===== src/rtl/align_add_seq.sv =====
// Multi-cycle front end of a binary16 adder: orders operands by magnitude,
// aligns the smaller mantissa one bit per cycle, then adds or subtracts.
module align_add_seq #(
  parameter int MAX_SHIFT = 12
) (
  input  logic        clk,
  input  logic        rst_n,
  input  logic        in_valid,
  output logic        in_ready,
  input  logic [15:0] A,
  input  logic [15:0] B,
  output logic        out_valid,
  input  logic        out_ready,
  output logic [4:0]  exp,
  output logic [10:0] Rm,
  output logic        carry,
  output logic        swap,
  output logic        As,
  output logic        Bs,
  output logic        arround
);

  localparam int DATA_W = 16;
  localparam int EXP_W  = 5;
  localparam int MANT_W = 11;
  localparam logic [EXP_W-1:0] MAX_D = EXP_W'(MAX_SHIFT);

  typedef enum logic [1:0] {IDLE, SHIFT, ADD, DONE} state_t;

  typedef struct packed {
    logic [MANT_W-1:0] rm;
    logic              carry;
    logic              arround;
  } sum_t;

  state_t state, state_next;

  // Effective add keeps the bit shifted out on carry as the round increment;
  // without carry the last aligned-out bit (guard) plays that role.
  function automatic sum_t add_round(input logic [MANT_W-1:0] ml,
                                     input logic [MANT_W-1:0] ms,
                                     input logic              guard,
                                     input logic              eff_sub);
    sum_t          r;
    logic [MANT_W:0] sum;
    r   = '0;
    sum = {1'b0, ml} + {1'b0, ms};
    if (eff_sub) begin
      r.rm = ml - ms;
    end else if (sum[MANT_W]) begin
      r.rm      = sum[MANT_W:1];
      r.carry   = 1'b1;
      r.arround = sum[0];
    end else begin
      r.rm      = sum[MANT_W-1:0];
      r.arround = guard;
    end
    return r;
  endfunction

  logic [EXP_W-1:0]  a_exp, b_exp, a_eff, b_eff, l_exp, l_eff, s_eff, diff, d_in;
  logic [MANT_W-1:0] a_mant, b_mant, l_mant, s_mant;
  logic              swap_in;

  always_comb begin
    a_exp   = A[DATA_W-2:MANT_W-1];
    b_exp   = B[DATA_W-2:MANT_W-1];
    a_mant  = {(a_exp != '0), A[MANT_W-2:0]};
    b_mant  = {(b_exp != '0), B[MANT_W-2:0]};
    a_eff   = (a_exp == '0) ? EXP_W'(1) : a_exp;
    b_eff   = (b_exp == '0) ? EXP_W'(1) : b_exp;
    swap_in = (B[DATA_W-2:0] > A[DATA_W-2:0]);
    l_exp   = swap_in ? b_exp  : a_exp;
    l_eff   = swap_in ? b_eff  : a_eff;
    s_eff   = swap_in ? a_eff  : b_eff;
    l_mant  = swap_in ? b_mant : a_mant;
    s_mant  = swap_in ? a_mant : b_mant;
    diff    = l_eff - s_eff;
    d_in    = (diff > MAX_D) ? MAX_D : diff;
  end

  logic              a_sign_p0, b_sign_p0, swap_p0, guard_p0, sticky_p0;
  logic [EXP_W-1:0]  exp_l_p0, count_p0;
  logic [MANT_W-1:0] m_l_p0, m_s_p0;
  sum_t              sum_p1;

  assign sum_p1 = add_round(m_l_p0, m_s_p0, guard_p0, a_sign_p0 ^ b_sign_p0);

  always_comb begin
    state_next = state;
    in_ready   = 1'b0;
    out_valid  = 1'b0;
    case (state)
      IDLE: begin
        in_ready = 1'b1;
        if (in_valid) state_next = (d_in != '0) ? SHIFT : ADD;
      end
      SHIFT: if (count_p0 == EXP_W'(1)) state_next = ADD;
      ADD:   state_next = DONE;
      DONE: begin
        out_valid = 1'b1;
        if (out_ready) state_next = IDLE;
      end
      default: state_next = IDLE;
    endcase
  end

  always_ff @(posedge clk or negedge rst_n) begin
    if (!rst_n) begin
      state     <= IDLE;
      a_sign_p0 <= 1'b0;
      b_sign_p0 <= 1'b0;
      swap_p0   <= 1'b0;
      guard_p0  <= 1'b0;
      sticky_p0 <= 1'b0;
      exp_l_p0  <= '0;
      count_p0  <= '0;
      m_l_p0    <= '0;
      m_s_p0    <= '0;
      exp       <= '0;
      Rm        <= '0;
      carry     <= 1'b0;
      swap      <= 1'b0;
      As        <= 1'b0;
      Bs        <= 1'b0;
      arround   <= 1'b0;
    end else begin
      state <= state_next;
      case (state)
        // Capture: operands ordered and shift distance fixed
        IDLE: if (in_valid) begin
          a_sign_p0 <= A[DATA_W-1];
          b_sign_p0 <= B[DATA_W-1];
          swap_p0   <= swap_in;
          exp_l_p0  <= l_exp;
          m_l_p0    <= l_mant;
          m_s_p0    <= s_mant;
          count_p0  <= d_in;
          guard_p0  <= 1'b0;
          sticky_p0 <= 1'b0;
        end
        // Serial alignment: one bit per cycle into guard, older guards into sticky
        SHIFT: begin
          m_s_p0    <= m_s_p0 >> 1;
          guard_p0  <= m_s_p0[0];
          sticky_p0 <= sticky_p0 | guard_p0;
          count_p0  <= count_p0 - EXP_W'(1);
        end
        // Add/subtract: result fields are only ever written here
        ADD: begin
          exp     <= exp_l_p0;
          Rm      <= sum_p1.rm;
          carry   <= sum_p1.carry;
          arround <= sum_p1.arround;
          swap    <= swap_p0;
          As      <= a_sign_p0;
          Bs      <= b_sign_p0;
        end
        default: ;
      endcase
    end
  end

endmodule


===== config.mk =====
export PLATFORM = sky130hd
export DESIGN_NAME = align_add_seq
export DESIGN_NICKNAME = d
export VERILOG_FILES = /design/src/rtl/align_add_seq.sv
export SDC_FILE = /design/constraint.sdc
export NUM_CORES = 1
export LEC_CHECK = 0
export CORE_AREA = 2 2 101 113
export DETAILED_ROUTE_END_ITERATION = 6
export DIE_AREA = 0 0 103 115
export PLACE_DENSITY_LB_ADDON = 0.05
export SETUP_SLACK_MARGIN = 0.05
export SYNTH_ARGS = -nofsm -noshare
export SYNTH_HDL_FRONTEND = slang
export SYNTH_SLANG_ARGS = --single-unit

===== constraint.sdc =====
create_clock -name clk -period 6.2 [get_ports clk]
set_input_delay 1.24 -clock clk [delete_from_list [all_inputs] [get_ports clk]]
set_output_delay 1.24 -clock clk [all_outputs]
set_load 0.1 [all_outputs]

==> flow_summary.json, run 1 <==
{
  "timing.rr.end": "count_p0[4]",
  "fmax_ghz": 0.200,
  "tightest_slew_ns": 1.13,
  "vias_per_cell": 5.43,
  "ctsHoldBuffers": 0,
  "cts_tree": "built",
  "grt_max_degree": 60,
  "crit_arrival_ns": 5.20,
  "cts_setup_buffers": 0,
  "worstPathRequired_ns": 6.40,
  "path_class": "in -> reg",
  "min_period_ns": 5.00,
  "hold_start": "exp_l_p0[4]",
  "slowest_delay_ns": 0.55,
  "ys_seq_area_frac": 0.315,
  "globalplace.congestion": 0.991,
  "critPathMaxFanout": 17,
  "path_cells": "clkdlybuf4s50_1 -> inv_1 -> ha_1 -> nor2b_1 -> o21ai_1 -> a21oi_1 -> o31ai_2 -> a21oi_4 -> nor3_1 -> a31oi_1 -> ha_1 -> fa_1 -> inv_1 -> a21o_1 -> a21oi_1 -> xnor2_1 -> or4_1 -> o21ai_0 -> o21ai_0",
  "setup_violations": 0,
  "hp-class": "reg -> reg",
  "core.rowCount": 40,
  "ff2ff_path_depth": 7,
  "cts_buffers": 9,
  "syn_to_final_growth_pct": 20.6,
  "cts_root_buf": "clkbuf_16",
  "syn_area_per_cell_sq_um": 9.54,
  "slew_headroom": 0.248,
  "via_count": 3771,
  "final_cell_mix": "59 x dfrtp_1, 57 x clkdlybuf4s50_1, 46 x inv_1, 46 x ha_1, 32 x a21oi_1",
  "synth.cell_area_sq_um": 4690,
  "grt_pass1_wl_mm": 18.4,
  "final_common_cell": "dfrtp_1",
  "use_met2": 0.327,
  "cts_resized": 0,
  "worstSkewPairLatency_ns": 0.34,
  "n_antenna_cell": 0,
  "slowest_stage": "or4_1",
  "pin_count": 59,
  "grtUsageMet3": 0.0298,
  "status": "finished, final reports clean",
  "busiest_layer": "met2",
  "rsz0062_at_grt": "false",
  "synth_top_cell_by_area": "dfrtp_1",
  "synth-edff-count": 0,
  "h-tree-depth": 3,
  "ys_warn_count": 0,
  "wl_per_cell_um": 15.7,
  "drt-pass1-iter-count": 4,
  "clk_pin_slew_ns": 0.05,
  "met1_usage": 0.261,
  "overflow": 0,
  "syn_inst": 491,
  "antenna_found_initial": 0,
  "finClkSkew_ns": 0.00701,
  "maxCapViolations": 0,
  "synth_nets": 576,
  "drtIter0Drc": 122,
  "die_height_um": 115,
  "nNetsFinal": 628,
  "yosys.cell_types.count": 67,
  "final-hold-violation-count": 0,
  "synth_ff_type": "dfrtp_1",
  "clock-sinks": 59,
  "synth-async-reset-ratio": 1.00,
  "rr_startpoint": "state[1]",
  "r2r_slack_ns": 3.54,
  "drv_slew": 0,
  "clockBufferDepth": 2,
  "grt_pass1_vias": 3759,
  "io_buffers": 58,
  "ys_ff_latch": 59,
  "die_x_um": 103,
  "synth_top_area_frac": 0.315,
  "fin_setup_tns_ns": 0,
  "drive_gt1_frac": 0.131,
  "core_sq_um": 10700,
  "fin_crit_sh": 0.806,
  "postRouteAntennaNets": 0,
  "whs_path_depth": 2,
  "route.detailed.drc": 0,
  "holdPathEnd": "exp_l_p0[4]",
  "post-dp-hpwl_mm": 8.56,
  "track_usage": 0.198,
  "fillers": 1058,
  "routed_wirelength_mm": 10.9,
  "endpoint_kind": "flip-flop",
  "ys_top_cells_by_area": "dfrtp_1 32%, ha_1 12%, mux2i_1 6.4%",
  "critPathLaunchType": "input port",
  "start_util": 0.437,
  "fp.dieArea_sq_um": 11800
}
-- synthesized netlist by cell type, drive strengths merged, types with 2 or more instances --
| library cell | count |
|---|---|
| a221o | 2 |
| mux2 | 19 |
| a211oi | 5 |
| nand3 | 9 |
| fa | 3 |
| o221ai | 6 |
| nor2b | 7 |
| a211o | 2 |
| o31ai | 4 |
| buf | 11 |
| clkbuf | 10 |
| o21ai | 34 |
| nand2 | 29 |
| a31oi | 6 |
| nor3 | 13 |
| dfrtp | 59 |
| o41ai | 2 |
| inv | 47 |
| a21o | 10 |
| a2bb2oi | 2 |
| and3 | 2 |
| nor2 | 29 |
| nand4 | 4 |
| or3 | 2 |
| nand2b | 8 |
| mux2i | 30 |
| ha | 46 |
| or2 | 3 |
| xnor2 | 15 |
| a21oi | 36 |
| a221oi | 8 |
| a32oi | 2 |
| or4 | 3 |
| xor2 | 7 |
-- sequential cells by signal (all words and copies together) (netlist names), 2 cells and up --
register  cells
Rm           11
count_p0      5
exp           5
exp_l_p0      5
m_l_p0       11
m_s_p0       11
state         2
-- worst max path at each step --
stage / end / from / cells after the start / slack (ns)
after global placement: state[0] / A[12] / 17 / 0.87
final: state[0] / A[1] / 19 / 1.20
after floorplan: state[0] / A[12] / 18 / 1.76
after detailed placement: state[0] / A[1] / 19 / 0.80
after CTS: state[0] / A[1] / 19 / 1.16
after global routing: state[0] / A[1] / 19 / 0.84
-- stage by stage --
| stage | cell area [sq um] | hold WS [ns] | util | instances | worst slack, ns |
|---|---|---|---|---|---|
| finish | 5650 | 0.480 | 0.528 | 695 | 1.20 |
| detailed placement | 5350 | 0.475 | 0.499 | 679 | 0.804 |
| floorplan | 4690 | 0.444 | - | 491 | 1.76 |
| global placement | 5350 | 0.465 | 0.499 | 679 | 0.867 |
| global route | 5650 | 0.513 | 0.528 | 695 | 0.841 |
| CTS | 5650 | 0.488 | 0.528 | 695 | 1.16 |
-- layer usage --
metal / part of all wire / routed length (um)
met1: 0.47 / 5140
met2: 0.47 / 5100
met3: 0.038 / 417
met4: 0.020 / 223
met5: 0 / 0
-- final cells by class --
| class | count | area [sq um] | share of cell area |
|---|---|---|---|
| Clock inverter | 6 | 63.8 | 0.0113 |
| Multi-Input combinational cell | 364 | 2910 | 0.514 |
| Timing Repair Buffer | 62 | 606 | 0.107 |
| Tap cell | 147 | 184 | 0.0325 |
| Sequential cell | 59 | 1480 | 0.261 |
| Clock buffer | 10 | 239 | 0.0423 |
| Inverter | 47 | 176 | 0.0312 |
-- worst max-delay path: cells and delay by family --
family	cells	cell delay, ns
buf+inv	3	0.64
compound gates	9	1.65
simple gates	3	0.78
xor+xnor	1	0.17
fa+ha+maj	3	0.72
-- logic make-up after synthesis --
family / Yosys count / synth area share
flops: 59 / 0.315
buf+inv: 68 / 0.0654
compound gates: 131 / 0.211
xor+xnor: 22 / 0.0411
fa+ha+maj: 49 / 0.136
mux: 49 / 0.111
simple gates: 113 / 0.121
Power of run 1 is left out: the tool's default activity adds up to more than one toggle a clock period on the data nets, which glitch-free logic cannot reach.
==> run 2, diff against run 1 <==
clock period = 5.05 ns   (was 6.2 ns; I/O delays follow)
==> run 2 against run 1 <==
  * First-iteration DRC count up 32%
  * Sequential cell count unchanged
  * Non-clock buffer count up 2
  * Clock skew down 0.0020 ns
  * Sequential share of layout area down 0.18 points
  * Wire length down 0.20%
  * Hold slack worse by 0.00081 ns
  * Critical path depth down 1
  * Via count down 1.7%
  * Die area unchanged
  * Critical endpoint unchanged
  * Largest cell class unchanged
  * Highest routed layer unchanged
==> flow_summary.json, run 2 (synthesis gave the netlist of run 1 again) <==
{
  "status": "finished, final reports clean",
  "min_period_ns": 4.55,
  "fin_crit_sh": 0.901,
  "slowest_stage": "or4_1",
  "critPathBufInv": 3,
  "cpMostUsedCell": "a21o_1",
  "grt_pass1_wl_mm": 18.3,
  "slew_headroom": 0.270,
  "maxCapViolations": 0,
  "nNetsFinal": 630,
  "grt_max_degree": 60,
  "cts_tree": "built",
  "h-tree-depth": 3,
  "drive_gt1_frac": 0.133,
  "globalplace.congestion": 0.912,
  "drt-pass1-iter-count": 4,
  "ff2ff_path_depth": 8,
  "cts_setup_buffers": 0,
  "syn_to_final_growth_pct": 21.4,
  "critPathLaunchType": "input port",
  "crit_arrival_ns": 4.76,
  "worstPathRequired_ns": 5.25,
  "final-hold-violation-count": 0,
  "pin_count": 59,
  "ctsHoldBuffers": 0,
  "route.detailed.drc": 0,
  "cts_resized": 0,
  "final_common_cell": "dfrtp_1",
  "post-dp-hpwl_mm": 8.53,
  "clock-sinks": 59,
  "grt_pass1_vias": 3656,
  "via_count": 3707,
  "path_class": "in -> reg",
  "slowest_delay_ns": 0.56,
  "setup_violations": 0,
  "die_height_um": 115,
  "fmax_ghz": 0.220,
  "finClkSkew_ns": 0.00505,
  "whs_path_depth": 2,
  "wl_per_cell_um": 15.6,
  "start_util": 0.437,
  "fin_setup_tns_ns": 0,
  "n_antenna_cell": 0,
  "track_usage": 0.196,
  "worstSkewPairLatency_ns": 0.33,
  "die_x_um": 103,
  "overflow": 0,
  "core_sq_um": 10700,
  "core.rowCount": 40,
  "clockBufferDepth": 2,
  "cts_root_buf": "clkbuf_16",
  "drtIter0Drc": 161,
  "path_cells": "clkdlybuf4s50_1 -> inv_1 -> ha_1 -> a21o_1 -> a21o_1 -> a211oi_2 -> a21oi_4 -> nor3_1 -> a31oi_1 -> ha_1 -> fa_1 -> inv_1 -> a21o_1 -> a21oi_1 -> xnor2_1 -> or4_1 -> o21ai_0 -> o21ai_0",
  "crit_cells": 18,
  "cp_top_family": "compound AO/OA/AOI/OAI gates",
  "tightest_slew_ns": 1.09,
  "vias_per_cell": 5.33,
  "fp.dieArea_sq_um": 11800,
  "drv_slew": 0,
  "clk_pin_slew_ns": 0.05,
  "final_cell_mix": "59 x dfrtp_1, 57 x clkdlybuf4s50_1, 46 x inv_1, 46 x ha_1, 32 x a21oi_1",
  "postRouteAntennaNets": 0,
  "antenna_found_initial": 0,
  "rsz0062_at_grt": "false",
  "endpoint_kind": "flip-flop",
  "routed_wirelength_mm": 10.9,
  "reg_top3": "Rm x11, m_l_p0 x11, m_s_p0 x11",
  "hp-class": "reg -> reg",
  "cts_buffers": 9,
  "critPathMaxFanout": 8,
  "whs_ns": 0.479,
  "io_buffers": 58
}
## run 2: final timing paths
| kind | startpoint | slack, ns | endpoint |
|---|---|---|---|
| max in group asynchronous | rst_n | 3.71 | m_s_p0[4] |
| worst min-delay path | exp_l_p0[0] | 0.48 | exp_l_p0[0] |
| worst max register to register | m_s_p0[6] | 2.39 | Rm[10] |
| min in group asynchronous | rst_n | 0.82 | Rm[8] |
| worst max-delay path | A[12] | 0.50 | state[0] |
| worst min register to register | exp_l_p0[0] | 0.48 | exp_l_p0[0] |
## run 2: final cells by class
type	count	area [sq um]
Clock inverter	4	73.8
Fill cell	1042	5020
Sequential cell	59	1480
Timing Repair Buffer	64	621
Multi-Input combinational cell	364	2910
Inverter	47	176
Tap cell	147	184
Clock buffer	11	253
## run 2: per-stage QoR
stage          utilization  setup WS, ns  cell area, sq um  cells
2_1_floorplan            -         0.843              4690    491
3_3_place_gp         0.501         0.270              5360    681
3_5_place_dp         0.501         0.153              5360    681
4_1_cts              0.531         0.498              5690    696
5_1_grt              0.531         0.288              5690    696
6_report             0.531         0.499              5690    696
## run 2: per-layer routing
layer  GRT usage  part of all wire  routed length (um)
met1       0.270              0.49                5300
met2       0.314              0.46                5040
met3      0.0328             0.035                 383
met4      0.0658             0.012                 131
met5           0                 0                   0
## run 2: worst min-delay path, stage by stage (launching register included)
cell,delay [ns]
dfrtp_1,0.33
nand2_1,0.04
o21ai_0,0.06
Power of run 2 is left out for the same reason.
==> run 3, diff against run 2 <==
SETUP_SLACK_MARGIN = default   (was 0.05)
==> results of run 3 <==
No change in the layout: final DEF, timing and power equal those of run 2.
Power of run 3 is left out for the same reason.
